$ cat config.mk
export PLATFORM = sky130hd
export DESIGN_NAME = ex_mem_stage_flat
export DESIGN_NICKNAME = d
export VERILOG_FILES = /design/src/rtl/riscv_pkg.sv /design/src/rtl/ex_mem_stage_if.sv /design/src/rtl/ex_mem_stage_mul_iter.sv /design/src/rtl/ex_mem_stage.sv /design/src/flat_wrapper.sv
export SDC_FILE = /design/constraint.sdc
export NUM_CORES = 1
export LEC_CHECK = 0
export ABC_AREA = 1
export CAP_MARGIN = 20
export CORE_UTILIZATION = 63
export CTS_BUF_LIST = sky130_fd_sc_hd__clkbuf_8
export DETAILED_ROUTE_END_ITERATION = 10
export DONT_BUFFER_PORTS = 1
export PLACE_DENSITY = 0.79
export SYNTH_ARGS = -nofsm -noshare
export SYNTH_HDL_FRONTEND = slang
export SYNTH_HIERARCHICAL = 1
export SYNTH_SLANG_ARGS = --single-unit
$ cat constraint.sdc
create_clock -name clk_i -period 14 [get_ports clk_i]
set_clock_uncertainty 0.2 [all_clocks]
set_input_delay 1.4 -clock clk_i [delete_from_list [all_inputs] [get_ports clk_i]]
set_output_delay 1.4 -clock clk_i [all_outputs]
set_load 0.1 [all_outputs]
$ cat src/rtl/riscv_pkg.sv
// ============================================================================
//  Module   : riscv_pkg
//  Brief    : ALU opcodes, Mem-control bit positions and EX-stage FSM states.
//  Revision : 1.0 - initial release
// ============================================================================
`default_nettype none

package riscv_pkg;

   localparam logic [3:0] ALU_ADD = 4'b0010;
   localparam logic [3:0] ALU_SUB = 4'b0110;
   localparam logic [3:0] ALU_AND = 4'b0000;
   localparam logic [3:0] ALU_OR  = 4'b0001;
   localparam logic [3:0] ALU_MUL = 4'b1111;

   localparam int MEM_RD = 1;
   localparam int MEM_WR = 0;

   localparam logic [0:0] ST_IDLE = 1'b0;
   localparam logic [0:0] ST_BUSY = 1'b1;

endpackage

`default_nettype wire

$ cat src/rtl/ex_mem_stage_if.sv
// ============================================================================
//  Module   : ex_mem_stage_if
//  Brief    : ID/EX, MEM/WB and EX/MEM signal bundle of the execute stage.
//  Revision : 1.0 - initial release
// ============================================================================
`default_nettype none

interface ex_mem_stage_if #(
   parameter int XLEN = 32
);
   logic            valid_i;
   logic [XLEN-1:0] val1_i;
   logic [XLEN-1:0] val2_i;
   logic            alu_src_i;
   logic [3:0]      alu_ctrl_i;
   logic [4:0]      rs1_addr_i;
   logic [4:0]      rs2_addr_i;
   logic [4:0]      rd_addr_i;
   logic [XLEN-1:0] simm_i;
   logic [1:0]      mem_i;
   logic            wb_i;
   logic            memwb_wb_i;
   logic [4:0]      memwb_rd_i;
   logic [XLEN-1:0] memwb_data_i;
   logic            stall_o;
   logic            valid_o;
   logic [XLEN-1:0] alu_result_o;
   logic [XLEN-1:0] store_data_o;
   logic [4:0]      rd_addr_o;
   logic [1:0]      mem_o;
   logic            wb_o;

   modport master (
      output valid_i, val1_i, val2_i, alu_src_i, alu_ctrl_i, rs1_addr_i, rs2_addr_i,
             rd_addr_i, simm_i, mem_i, wb_i, memwb_wb_i, memwb_rd_i, memwb_data_i,
      input  stall_o, valid_o, alu_result_o, store_data_o, rd_addr_o, mem_o, wb_o
   );

   modport slave (
      input  valid_i, val1_i, val2_i, alu_src_i, alu_ctrl_i, rs1_addr_i, rs2_addr_i,
             rd_addr_i, simm_i, mem_i, wb_i, memwb_wb_i, memwb_rd_i, memwb_data_i,
      output stall_o, valid_o, alu_result_o, store_data_o, rd_addr_o, mem_o, wb_o
   );

endinterface

`default_nettype wire

$ cat src/rtl/ex_mem_stage_mul_iter.sv
// ============================================================================
//  Module   : mul_iter
//  Brief    : Iterative shift-add multiplier, XLEN/MUL_CYCLES multiplier bits
//             per clock; product_o is final while done_o is high.
//  Revision : 1.0 - initial release
// ============================================================================
`default_nettype none

module mul_iter #(
   parameter int XLEN       = 32,
   parameter int MUL_CYCLES = 4
) (
   input  wire logic            clk_i,
   input  wire logic            rst_i,
   input  wire logic            start_i,
   input  wire logic [XLEN-1:0] a_i,
   input  wire logic [XLEN-1:0] b_i,
   output logic      [XLEN-1:0] product_o,
   output logic                 done_o
);

   localparam int c_step = XLEN / MUL_CYCLES;

   logic [XLEN-1:0]       r_acc;
   logic [XLEN-1:0]       r_a;
   logic [XLEN-1:0]       r_b;
   logic [MUL_CYCLES-1:0] r_mark;
   logic [XLEN-1:0]       w_first;
   logic [XLEN-1:0]       w_partial;

   // The start edge already folds in the lowest chunk, so the last chunk is
   // added combinationally into product_o rather than on an extra edge.
   assign w_first   = a_i * XLEN'(b_i[c_step-1:0]);
   assign w_partial = r_a * XLEN'(r_b[c_step-1:0]);
   assign product_o = r_acc + w_partial;
   assign done_o    = r_mark[MUL_CYCLES-1];

   always_ff @(posedge clk_i) begin
      if (!rst_i) begin
         r_acc  <= '0;
         r_a    <= '0;
         r_b    <= '0;
         r_mark <= '0;
      end else if (start_i) begin
         r_acc  <= w_first;
         r_a    <= a_i << c_step;
         r_b    <= b_i >> c_step;
         r_mark <= MUL_CYCLES'(2);
      end else begin
         r_acc  <= r_acc + w_partial;
         r_a    <= r_a << c_step;
         r_b    <= r_b >> c_step;
         r_mark <= r_mark << 1;
      end
   end

endmodule

`default_nettype wire

$ cat src/rtl/ex_mem_stage.sv
// ============================================================================
//  Module   : ex_mem_stage
//  Brief    : Execute stage with forwarding, ALU, iterative multiply and the
//             EX/MEM register. Macro FORWARDING_EN enables operand forwarding.
//  Revision : 1.0 - initial release
// ============================================================================
`default_nettype none

module ex_mem_stage
   import riscv_pkg::*;
#(
   parameter int XLEN       = 32,
   parameter int MUL_CYCLES = 4
) (
   input wire logic     clk_i,
   input wire logic     rst_i,
   ex_mem_stage_if.slave bus
);

   localparam int c_cnt_w = $clog2(MUL_CYCLES);

   logic [0:0]         r_state;
   logic [0:0]         w_state_nxt;
   logic [c_cnt_w-1:0] r_cnt;
   logic               w_is_mul;
   logic               w_start;
   logic               w_finish;
   logic               w_stall;
   logic               w_mul_done;
   logic [XLEN-1:0]    w_product;
   logic [XLEN-1:0]    w_op1;
   logic [XLEN-1:0]    w_op2;
   logic [XLEN-1:0]    w_alu;

   logic               r_valid;
   logic [XLEN-1:0]    r_result;
   logic [XLEN-1:0]    r_store;
   logic [4:0]         r_rd;
   logic [1:0]         r_mem;
   logic               r_wb;
   logic [4:0]         r_mul_rd;
   logic [1:0]         r_mul_mem;
   logic               r_mul_wb;

   assign w_is_mul = bus.valid_i && (bus.alu_ctrl_i == ALU_MUL);

`ifdef FORWARDING_EN
   logic w_exmem_ok;
   logic w_memwb_ok;

   // A load's EX/MEM value is an address, not the loaded data, so it is skipped.
   assign w_exmem_ok = r_wb && !r_mem[MEM_RD] && (r_rd != 5'd0);
   assign w_memwb_ok = bus.memwb_wb_i && (bus.memwb_rd_i != 5'd0);

   always_comb begin
      w_op1 = bus.val1_i;
      if (w_exmem_ok && (r_rd == bus.rs1_addr_i))
         w_op1 = r_result;
      else if (w_memwb_ok && (bus.memwb_rd_i == bus.rs1_addr_i))
         w_op1 = bus.memwb_data_i;

      w_op2 = bus.val2_i;
      if (!bus.alu_src_i) begin
         if (w_exmem_ok && (r_rd == bus.rs2_addr_i))
            w_op2 = r_result;
         else if (w_memwb_ok && (bus.memwb_rd_i == bus.rs2_addr_i))
            w_op2 = bus.memwb_data_i;
      end
   end
`else
   logic w_unused_nofwd;

   assign w_op1          = bus.val1_i;
   assign w_op2          = bus.val2_i;
   assign w_unused_nofwd = ^{bus.rs1_addr_i, bus.rs2_addr_i, bus.alu_src_i,
                             bus.memwb_wb_i, bus.memwb_rd_i, bus.memwb_data_i};
`endif

   always_comb begin
      unique case (bus.alu_ctrl_i)
         ALU_SUB: w_alu = w_op1 - w_op2;
         ALU_AND: w_alu = w_op1 & w_op2;
         ALU_OR:  w_alu = w_op1 | w_op2;
         default: w_alu = w_op1 + w_op2;
      endcase
      if (bus.mem_i[MEM_WR])
         w_alu = w_op1 + bus.simm_i;
   end

   mul_iter #(
      .XLEN       (XLEN),
      .MUL_CYCLES (MUL_CYCLES)
   ) u_mul_iter (
      .clk_i     (clk_i),
      .rst_i     (rst_i),
      .start_i   (w_start),
      .a_i       (w_op1),
      .b_i       (w_op2),
      .product_o (w_product),
      .done_o    (w_mul_done)
   );

   always_ff @(posedge clk_i) begin
      if (!rst_i)
         r_state <= ST_IDLE;
      else
         r_state <= w_state_nxt;
   end

   always_comb begin
      w_state_nxt = r_state;
      unique case (r_state)
         ST_IDLE: if (w_is_mul) w_state_nxt = ST_BUSY;
         ST_BUSY: if (w_finish) w_state_nxt = ST_IDLE;
         default: w_state_nxt = ST_IDLE;
      endcase
   end

   always_comb begin
      w_start  = 1'b0;
      w_stall  = 1'b0;
      w_finish = 1'b0;
      unique case (r_state)
         ST_IDLE: begin
            w_start = w_is_mul;
            w_stall = w_is_mul;
         end
         ST_BUSY: begin
            w_stall  = 1'b1;
            w_finish = (r_cnt == c_cnt_w'(MUL_CYCLES - 1)) && w_mul_done;
         end
         default: ;
      endcase
   end

   always_ff @(posedge clk_i) begin
      if (!rst_i) begin
         r_cnt     <= '0;
         r_mul_rd  <= '0;
         r_mul_mem <= '0;
         r_mul_wb  <= 1'b0;
      end else if (w_start) begin
         r_cnt     <= c_cnt_w'(1);
         r_mul_rd  <= bus.rd_addr_i;
         r_mul_mem <= bus.mem_i;
         r_mul_wb  <= bus.wb_i;
      end else if (r_state == ST_BUSY) begin
         r_cnt     <= w_finish ? '0 : r_cnt + c_cnt_w'(1);
      end
   end

   always_ff @(posedge clk_i) begin
      if (!rst_i || (r_state == ST_BUSY && !w_finish) || (r_state == ST_IDLE && (w_start || !bus.valid_i))) begin
         r_valid  <= 1'b0;
         r_result <= '0;
         r_store  <= '0;
         r_rd     <= '0;
         r_mem    <= '0;
         r_wb     <= 1'b0;
      end else if (r_state == ST_BUSY) begin
         r_valid  <= 1'b1;
         r_result <= w_product;
         r_store  <= '0;
         r_rd     <= r_mul_rd;
         r_mem    <= r_mul_mem;
         r_wb     <= r_mul_wb;
      end else begin
         r_valid  <= 1'b1;
         r_result <= w_alu;
         r_store  <= w_op2;
         r_rd     <= bus.rd_addr_i;
         r_mem    <= bus.mem_i;
         r_wb     <= bus.wb_i;
      end
   end

   assign bus.stall_o      = rst_i && w_stall;
   assign bus.valid_o      = r_valid;
   assign bus.alu_result_o = r_result;
   assign bus.store_data_o = r_store;
   assign bus.rd_addr_o    = r_rd;
   assign bus.mem_o        = r_mem;
   assign bus.wb_o         = r_wb;

endmodule

`default_nettype wire

$ cat src/flat_wrapper.sv
// flat-port wrapper written by rule: the top's interface ports become plain ports
module ex_mem_stage_flat import riscv_pkg::*;
#(
   parameter int XLEN       = 32,
   parameter int MUL_CYCLES = 4
)
  (clk_i, rst_i, bus_valid_i, bus_val1_i, bus_val2_i, bus_alu_src_i, bus_alu_ctrl_i, bus_rs1_addr_i, bus_rs2_addr_i, bus_rd_addr_i, bus_simm_i, bus_mem_i, bus_wb_i, bus_memwb_wb_i, bus_memwb_rd_i, bus_memwb_data_i, bus_stall_o, bus_valid_o, bus_alu_result_o, bus_store_data_o, bus_rd_addr_o, bus_mem_o, bus_wb_o);
  ex_mem_stage_if #(.XLEN(XLEN)) bus_i ();
  input wire logic clk_i;
  input wire logic rst_i;
  input wire logic [$bits(bus_i.valid_i)-1:0] bus_valid_i;
  input wire logic [$bits(bus_i.val1_i)-1:0] bus_val1_i;
  input wire logic [$bits(bus_i.val2_i)-1:0] bus_val2_i;
  input wire logic [$bits(bus_i.alu_src_i)-1:0] bus_alu_src_i;
  input wire logic [$bits(bus_i.alu_ctrl_i)-1:0] bus_alu_ctrl_i;
  input wire logic [$bits(bus_i.rs1_addr_i)-1:0] bus_rs1_addr_i;
  input wire logic [$bits(bus_i.rs2_addr_i)-1:0] bus_rs2_addr_i;
  input wire logic [$bits(bus_i.rd_addr_i)-1:0] bus_rd_addr_i;
  input wire logic [$bits(bus_i.simm_i)-1:0] bus_simm_i;
  input wire logic [$bits(bus_i.mem_i)-1:0] bus_mem_i;
  input wire logic [$bits(bus_i.wb_i)-1:0] bus_wb_i;
  input wire logic [$bits(bus_i.memwb_wb_i)-1:0] bus_memwb_wb_i;
  input wire logic [$bits(bus_i.memwb_rd_i)-1:0] bus_memwb_rd_i;
  input wire logic [$bits(bus_i.memwb_data_i)-1:0] bus_memwb_data_i;
  output wire logic [$bits(bus_i.stall_o)-1:0] bus_stall_o;
  output wire logic [$bits(bus_i.valid_o)-1:0] bus_valid_o;
  output wire logic [$bits(bus_i.alu_result_o)-1:0] bus_alu_result_o;
  output wire logic [$bits(bus_i.store_data_o)-1:0] bus_store_data_o;
  output wire logic [$bits(bus_i.rd_addr_o)-1:0] bus_rd_addr_o;
  output wire logic [$bits(bus_i.mem_o)-1:0] bus_mem_o;
  output wire logic [$bits(bus_i.wb_o)-1:0] bus_wb_o;
  assign bus_i.valid_i = bus_valid_i;
  assign bus_i.val1_i = bus_val1_i;
  assign bus_i.val2_i = bus_val2_i;
  assign bus_i.alu_src_i = bus_alu_src_i;
  assign bus_i.alu_ctrl_i = bus_alu_ctrl_i;
  assign bus_i.rs1_addr_i = bus_rs1_addr_i;
  assign bus_i.rs2_addr_i = bus_rs2_addr_i;
  assign bus_i.rd_addr_i = bus_rd_addr_i;
  assign bus_i.simm_i = bus_simm_i;
  assign bus_i.mem_i = bus_mem_i;
  assign bus_i.wb_i = bus_wb_i;
  assign bus_i.memwb_wb_i = bus_memwb_wb_i;
  assign bus_i.memwb_rd_i = bus_memwb_rd_i;
  assign bus_i.memwb_data_i = bus_memwb_data_i;
  assign bus_stall_o = bus_i.stall_o;
  assign bus_valid_o = bus_i.valid_o;
  assign bus_alu_result_o = bus_i.alu_result_o;
  assign bus_store_data_o = bus_i.store_data_o;
  assign bus_rd_addr_o = bus_i.rd_addr_o;
  assign bus_mem_o = bus_i.mem_o;
  assign bus_wb_o = bus_i.wb_o;
  ex_mem_stage #(.XLEN(XLEN), .MUL_CYCLES(MUL_CYCLES)) u_core (.clk_i(clk_i), .rst_i(rst_i), .bus(bus_i));
endmodule
Word level (Yosys, flattened, before mapping)
Cells that the tools add are included.
{ "classes": {"n_reduce_logical": 15, "n_mul": 2, "addsub": 5, "n_eq_ne": 4, "mux": 20, "bitwise_logic": 4} }
{ "op_table": {"columns": ["operator", "n"], "rows": [
  ["$mux W32", 4],
  ["$add A32 B32 Y32", 3],
  ["$pmux W32 S3", 1],
  ["$mul A32 B8 Y32", 2],
  ["$and A32 B32 Y32", 1],
  ["$or A32 B32 Y32", 1],
  ["$sub A32 B32 Y32", 1],
  ["$mux W24", 1],
  ["$mux W1", 8],
  ["$mux W2", 3],
  ["$logic_and A1 B1 Y1", 5],
  ["$mux W5", 1],
  ["$eq A4 B1 Y1 const B", 1],
  ["$eq A4 B3 Y1 const B", 1],
  ["$eq A4 B4 Y1 const B", 1],
  ["$logic_not A4 Y1", 1],
  ["$pmux W1 S2", 2],
  ["$reduce_or A2 Y1", 2],
  ["$logic_not A1 Y1", 3],
  ["$logic_or A1 B1 Y1", 3],
  ["$add A2 B1 Y2 const B", 1],
  ["$eq A2 B2 Y1 const B", 1],
  ["$not A1 Y1", 2],
  ["$reduce_bool A2 Y1", 1]
]} }
{ "word_totals": {"regBits": 184, "wordCells": 67, "in_bits": 160, "output_inout_bits": 74} }

Logic depth before layout (Yosys ltp)
{ "depth": {"depth_word": 8, "ltp_mapped": 26, "mapped_depth_nobuf": 25} }

By module
Netlist, hierarchy kept.
{ "by_module_without_submodules": {"columns": ["mod", "area_per_inst_um2", "n_inst", "seq_area_each_um2", "cells_per_inst"], "rows": [
  ["mul_iter", 15911.5, 1, 1661.6, 2253],
  ["ex_mem_stage", 8688.3, 1, 1681.6, 1515]
]} }

Worst setup path after synthesis
OpenSTA, ideal clock, no wires.
{ "synth_path": {"path_kind": "input to register", "startpoint": "in bus_val2_i[2]", "endpoint": "reg u_core.u_mul_iter.r_acc[28]", "n_path_buf": 2, "arrival_time_ns": 5.355, "slack_ns": 8.331, "setup_time_ns": 0.114, "required_time_ns": 13.686, "cell_stages": 21, "path_cell_list": "clkbuf_1 -> clkbuf_1 -> nand2_1 -> fa_1 -> fa_1 -> inv_1 -> fa_1 -> inv_1 -> fa_1 -> inv_1 -> ha_1 -> a21oi_1 -> nor2_1 -> nor2_1 -> nand2_1 -> nand2_1 -> nand2_1 -> nand3b_1 -> nand3_1 -> nand3_1 -> nand2_1"} }
{ "synth_between": {"elab_chain_cells": 2} }
{ "synth_lines": {"columns": ["element", "line_no", "text"], "rows": [
  ["start: declaration", "flat_wrapper.sv:13", "input wire logic [$bits(bus_i.val2_i)-1:0] bus_val2_i;"],
  ["$mul A32 B8 Y32", "ex_mem_stage_mul_iter.sv:33", "assign w_first = a_i * XLEN'(b_i[c_step-1:0]);"],
  ["$mux W32", "ex_mem_stage_mul_iter.sv:44", "end else if (start_i) begin"],
  ["end signal: assignment", "ex_mem_stage_mul_iter.sv:45", "r_acc <= w_first;"],
  ["end signal: assignment", "ex_mem_stage_mul_iter.sv:50", "r_acc <= r_acc + w_partial;"],
  ["end: declaration", "ex_mem_stage_mul_iter.sv:24", "logic [XLEN-1:0] r_acc;"]
]} }
Every way passes these cells.
A chain may end at the register's enable or synchronous reset.

Final worst setup path
{ "layout_path": {"startpoint": "reg u_core.u_mul_iter.r_b[0]", "endpoint": "reg u_core.r_result[31], in the netlist u_core/bus.alu_result_o[31]"} }
{ "layout_between": {"elab_chain_cells": 3} }
{ "layout_lines": {"columns": ["element", "line_no", "text"], "rows": [
  ["start: declaration", "ex_mem_stage_mul_iter.sv:26", "logic [XLEN-1:0] r_b;"],
  ["start signal: assignment", "ex_mem_stage_mul_iter.sv:47", "r_b <= b_i >> c_step;"],
  ["start signal: assignment", "ex_mem_stage_mul_iter.sv:52", "r_b <= r_b >> c_step;"],
  ["$mul A32 B8 Y32", "ex_mem_stage_mul_iter.sv:34", "assign w_partial = r_a * XLEN'(r_b[c_step-1:0]);"],
  ["$add A32 B32 Y32", "ex_mem_stage_mul_iter.sv:35", "assign product_o = r_acc + w_partial;"],
  ["named net u_core.w_product[31]", "ex_mem_stage.sv:30", "logic [XLEN-1:0] w_product;"],
  ["$mux W32", "ex_mem_stage.sv:160", "end else if (r_state == ST_BUSY) begin"],
  ["end signal: assignment", "ex_mem_stage.sv:162", "r_result <= w_product;"],
  ["end signal: assignment", "ex_mem_stage.sv:169", "r_result <= w_alu;"],
  ["end: declaration", "ex_mem_stage.sv:36", "logic [XLEN-1:0] r_result;"]
]} }
The timed path passes the listed nets, and every way through them passes these cells.

==> flow_summary.ini <==
[pwr]
pwr-share-seq = 0.232
combinationalPowerShare = 0.616
powerDensity_mw_per_mm2 = 103.0
switching_share = 0.5408
p_leak_uw = 0.01501
intPower_uw = 1189
switchingPower_uw = 1401
clock_power_share = 0.152
power_uw = 2590
ir_drop_mv = 0.09949

[die]
initial_core_util = 0.6380
fp.dieW_um = 199.6
core_area_sq_mm = 0.03856
fp-row-count = 72
dieArea_sq_mm = 0.03984
ioPinCount = 234
die_h_um = 199.6

[yosys]
syn_inst = 3768
synth_edf_count = 0
yosysUniqueCellTypes = 53
synth_area_sq_mm = 0.02460
synth_nets = 4355
synth-main-ff-cell = dfxtp_1
ys_async_sr_fraction = 0
yosysWarnings = 6
avgSynthCellArea_sq_um = 6.529
ys_ff_latch = 167
ys_seq_area_frac = 0.1359

[cts]
cts-resized-gates = 0
ctsHoldBuffers = 0
cts_tree = yes
clock_path_buffers = 2
path_clk_slew_ps = 110
htreeDepth = 4
cts_buffers = 17
clk_latency_ps = 520
cts_root_buf = clkbuf_8
clock_sinks = 167
postCtsSetupBuffers = 0

[finish]
drive_above_1_share = 0.02395
n_fill_cell = 3676
fin_nets = 4248
syn_to_final_growth_pct = 2.273
final_common_cell = nand2_1
final_cell_area_sq_mm = 0.02516
final_cell_mix = 1091 x nand2_1, 892 x inv_1, 288 x fa_1

[routing]
drt_pre_antenna_iters = 7
vias_per_cell = 5.593
wl_per_cell_um = 19.38
vias = 23455
drt_iter0_markers = 2339
drc_errors = 0
final_antenna_net_count = 0
routed_wl_um = 81270

[hold_path]
hold_class = register to register

[global_route]
grt_pass1_wl_um = 123800
grt_max_degree = 65
grt_use_met3 = 0.1235
grt_util_met2 = 0.6361
antenna_found_initial = 6
first_global_vias = 22174
grt_util_met1 = 0.5403
top_usage_layer = met2
grt.total_usage = 0.4173
grt_overflow = 0

[sta]
setup_viol = 0
fin_setup_tns_ps = 0
final-hold-violation-count = 0
period_minus_slack_ps = 5813
drv_slew = 0
min_period_over_period = 0.4152
fmax_mhz = 172.0
setup_slack_ps = 8187
relSlewSlack = 0.2308
rsz0062_at_grt = false
worst_pin_slew_ps = 1152

[placed_design]
gp_congestion = 1.042
portBuffers = 0
postPlaceCellArea_sq_mm = 0.02472
hpwl_um = 63250
pre_cts_slack_ps = 8279

[setup_path]
end_kind = register
worst_setup_path_start_kind = register
critical_path_required_ps = 14270
worstSetupPathType = register to register
crit_fanout = 24
crit_arrival_ps = 6080

[status]
status = finished clean

[run]
cap_violations = 0
-- registers in the layout (all words and copies together), names as in the netlist --
signal,count
u_core/bus.alu_result_o,32
u_core/bus.rd_addr_o,5
u_core/u_mul_iter/r_mark,3
u_core/u_mul_iter/r_a,24
u_core/u_mul_iter/r_b,24
u_core/u_mul_iter/r_acc,32
u_core/r_mul_wb,1
u_core/r_state,1
u_core/r_cnt,2
u_core/bus.mem_o,2
u_core/bus.valid_o,1
u_core/bus.wb_o,1
u_core/bus.store_data_o,32
u_core/r_mul_rd,5
u_core/r_mul_mem,2
-- power groups by stage --
stage | Clock (uW) | Combinational [uW] | Sequential (uW)
after floorplan | 0 | 1160 | 606
final | 394 | 1590 | 601
after global placement | 0 | 1520 | 611
after detailed placement | 0 | 1530 | 612
after CTS | 397 | 1540 | 601
after global routing | 413 | 1780 | 603
-- cell usage after synthesis (6+ instances only) --
cell type	count	share of area
a311oi_1	7	0.0025
nand4_1	32	0.0081
o21ai_0	133	0.027
a31oi_1	9	0.0023
a21oi_1	170	0.035
nand2_2	9	0.0023
buf_1	13	0.0020
and2_1	10	0.0025
inv_1	892	0.14
buf_4	9	0.0027
buf_2	21	0.0043
dfxtp_1	167	0.14
o21bai_1	12	0.0037
nor2_1	279	0.043
a211oi_1	7	0.0021
xor2_1	48	0.017
maj3_1	7	0.0028
o21ai_1	13	0.0026
a22o_1	38	0.014
clkbuf_1	86	0.013
ha_1	139	0.071
inv_2	6	0.00092
nand3_1	168	0.034
fa_1	288	0.23
nand2_1	1091	0.17
xnor2_1	11	0.0039
nand3b_1	17	0.0052
nor3_1	24	0.0049
-- worst max-delay path, cell delays in order (launching register included) --
cell and delay (ps):
dfxtp_1 1090, nand2_1 210, fa_1 580, inv_1 60, fa_1 480, fa_1 540, inv_1 50, fa_1 470
inv_1 50, ha_1 370, nand2_1 140, nor2_1 220, nand2_1 80, inv_1 80, nand4_1 80, nand3_1 180
inv_1 60, nand2_1 80, and2_1 260, nor2_1 100, nor2_1 190, nand2_1 100, inv_1 70
-- worst paths after layout --
kind	depth (start not counted)	end	startpoint	slack, ps
setup / recovery	22	u_core/bus.alu_result_o[31]	u_core/u_mul_iter/r_b[0]	8190
hold / removal	2	u_core/u_mul_iter/r_mark[3]	u_core/u_mul_iter/r_mark[2]	220
setup reg to reg	22	u_core/bus.alu_result_o[31]	u_core/u_mul_iter/r_b[0]	8190
hold reg to reg	2	u_core/u_mul_iter/r_mark[3]	u_core/u_mul_iter/r_mark[2]	220
-- routing by layer --
metal / part of all wire / wire length, um / vias up
li1: - / - / 11058
met1: 0.40 / 32650 / 10938
met2: 0.43 / 34890 / 1225
met3: 0.12 / 9785 / 228
met4: 0.048 / 3904 / 6
met5: 0.00057 / 46 / -
-- logic make-up after synthesis --
| family | Yosys count | share of synthesized area |
|---|---|---|
| and+or+nand+nor | 1654 | 0.2740 |
| buffers and inverters | 1037 | 0.1622 |
| adders and majority gates | 434 | 0.3079 |
| AOI/OAI and AO/OA | 413 | 0.09623 |
| DFF | 167 | 0.1359 |
| xor gates and xnor gates | 63 | 0.02365 |
-- metrics by stage --
stage | util | cells | hold WS, ps
final | 0.6525 | 4194 | 217.6
after global routing | 0.6524 | 4192 | 237.1
after CTS | 0.6524 | 4192 | 219.8
after detailed placement | 0.6411 | 4160 | 208.9
after global placement | 0.6411 | 4160 | 199.6
after floorplan | - | 3768 | 193.6
-- cell type report --
cell class / count / area, sq um / share of cell area
Timing Repair Buffer: 9 / 67.56 / 0.002686
Multi-Input combinational cell: 2564 / 17280 / 0.6866
Inverter: 902 / 3386 / 0.1346
Clock inverter: 15 / 200.2 / 0.007957
Sequential cell: 167 / 3343 / 0.1329
Clock buffer: 17 / 234.0 / 0.009300
Tap cell: 518 / 648.1 / 0.02576
Antenna cell: 2 / 5.005 / 0.0001989
(Power assumes the default switching activity.)
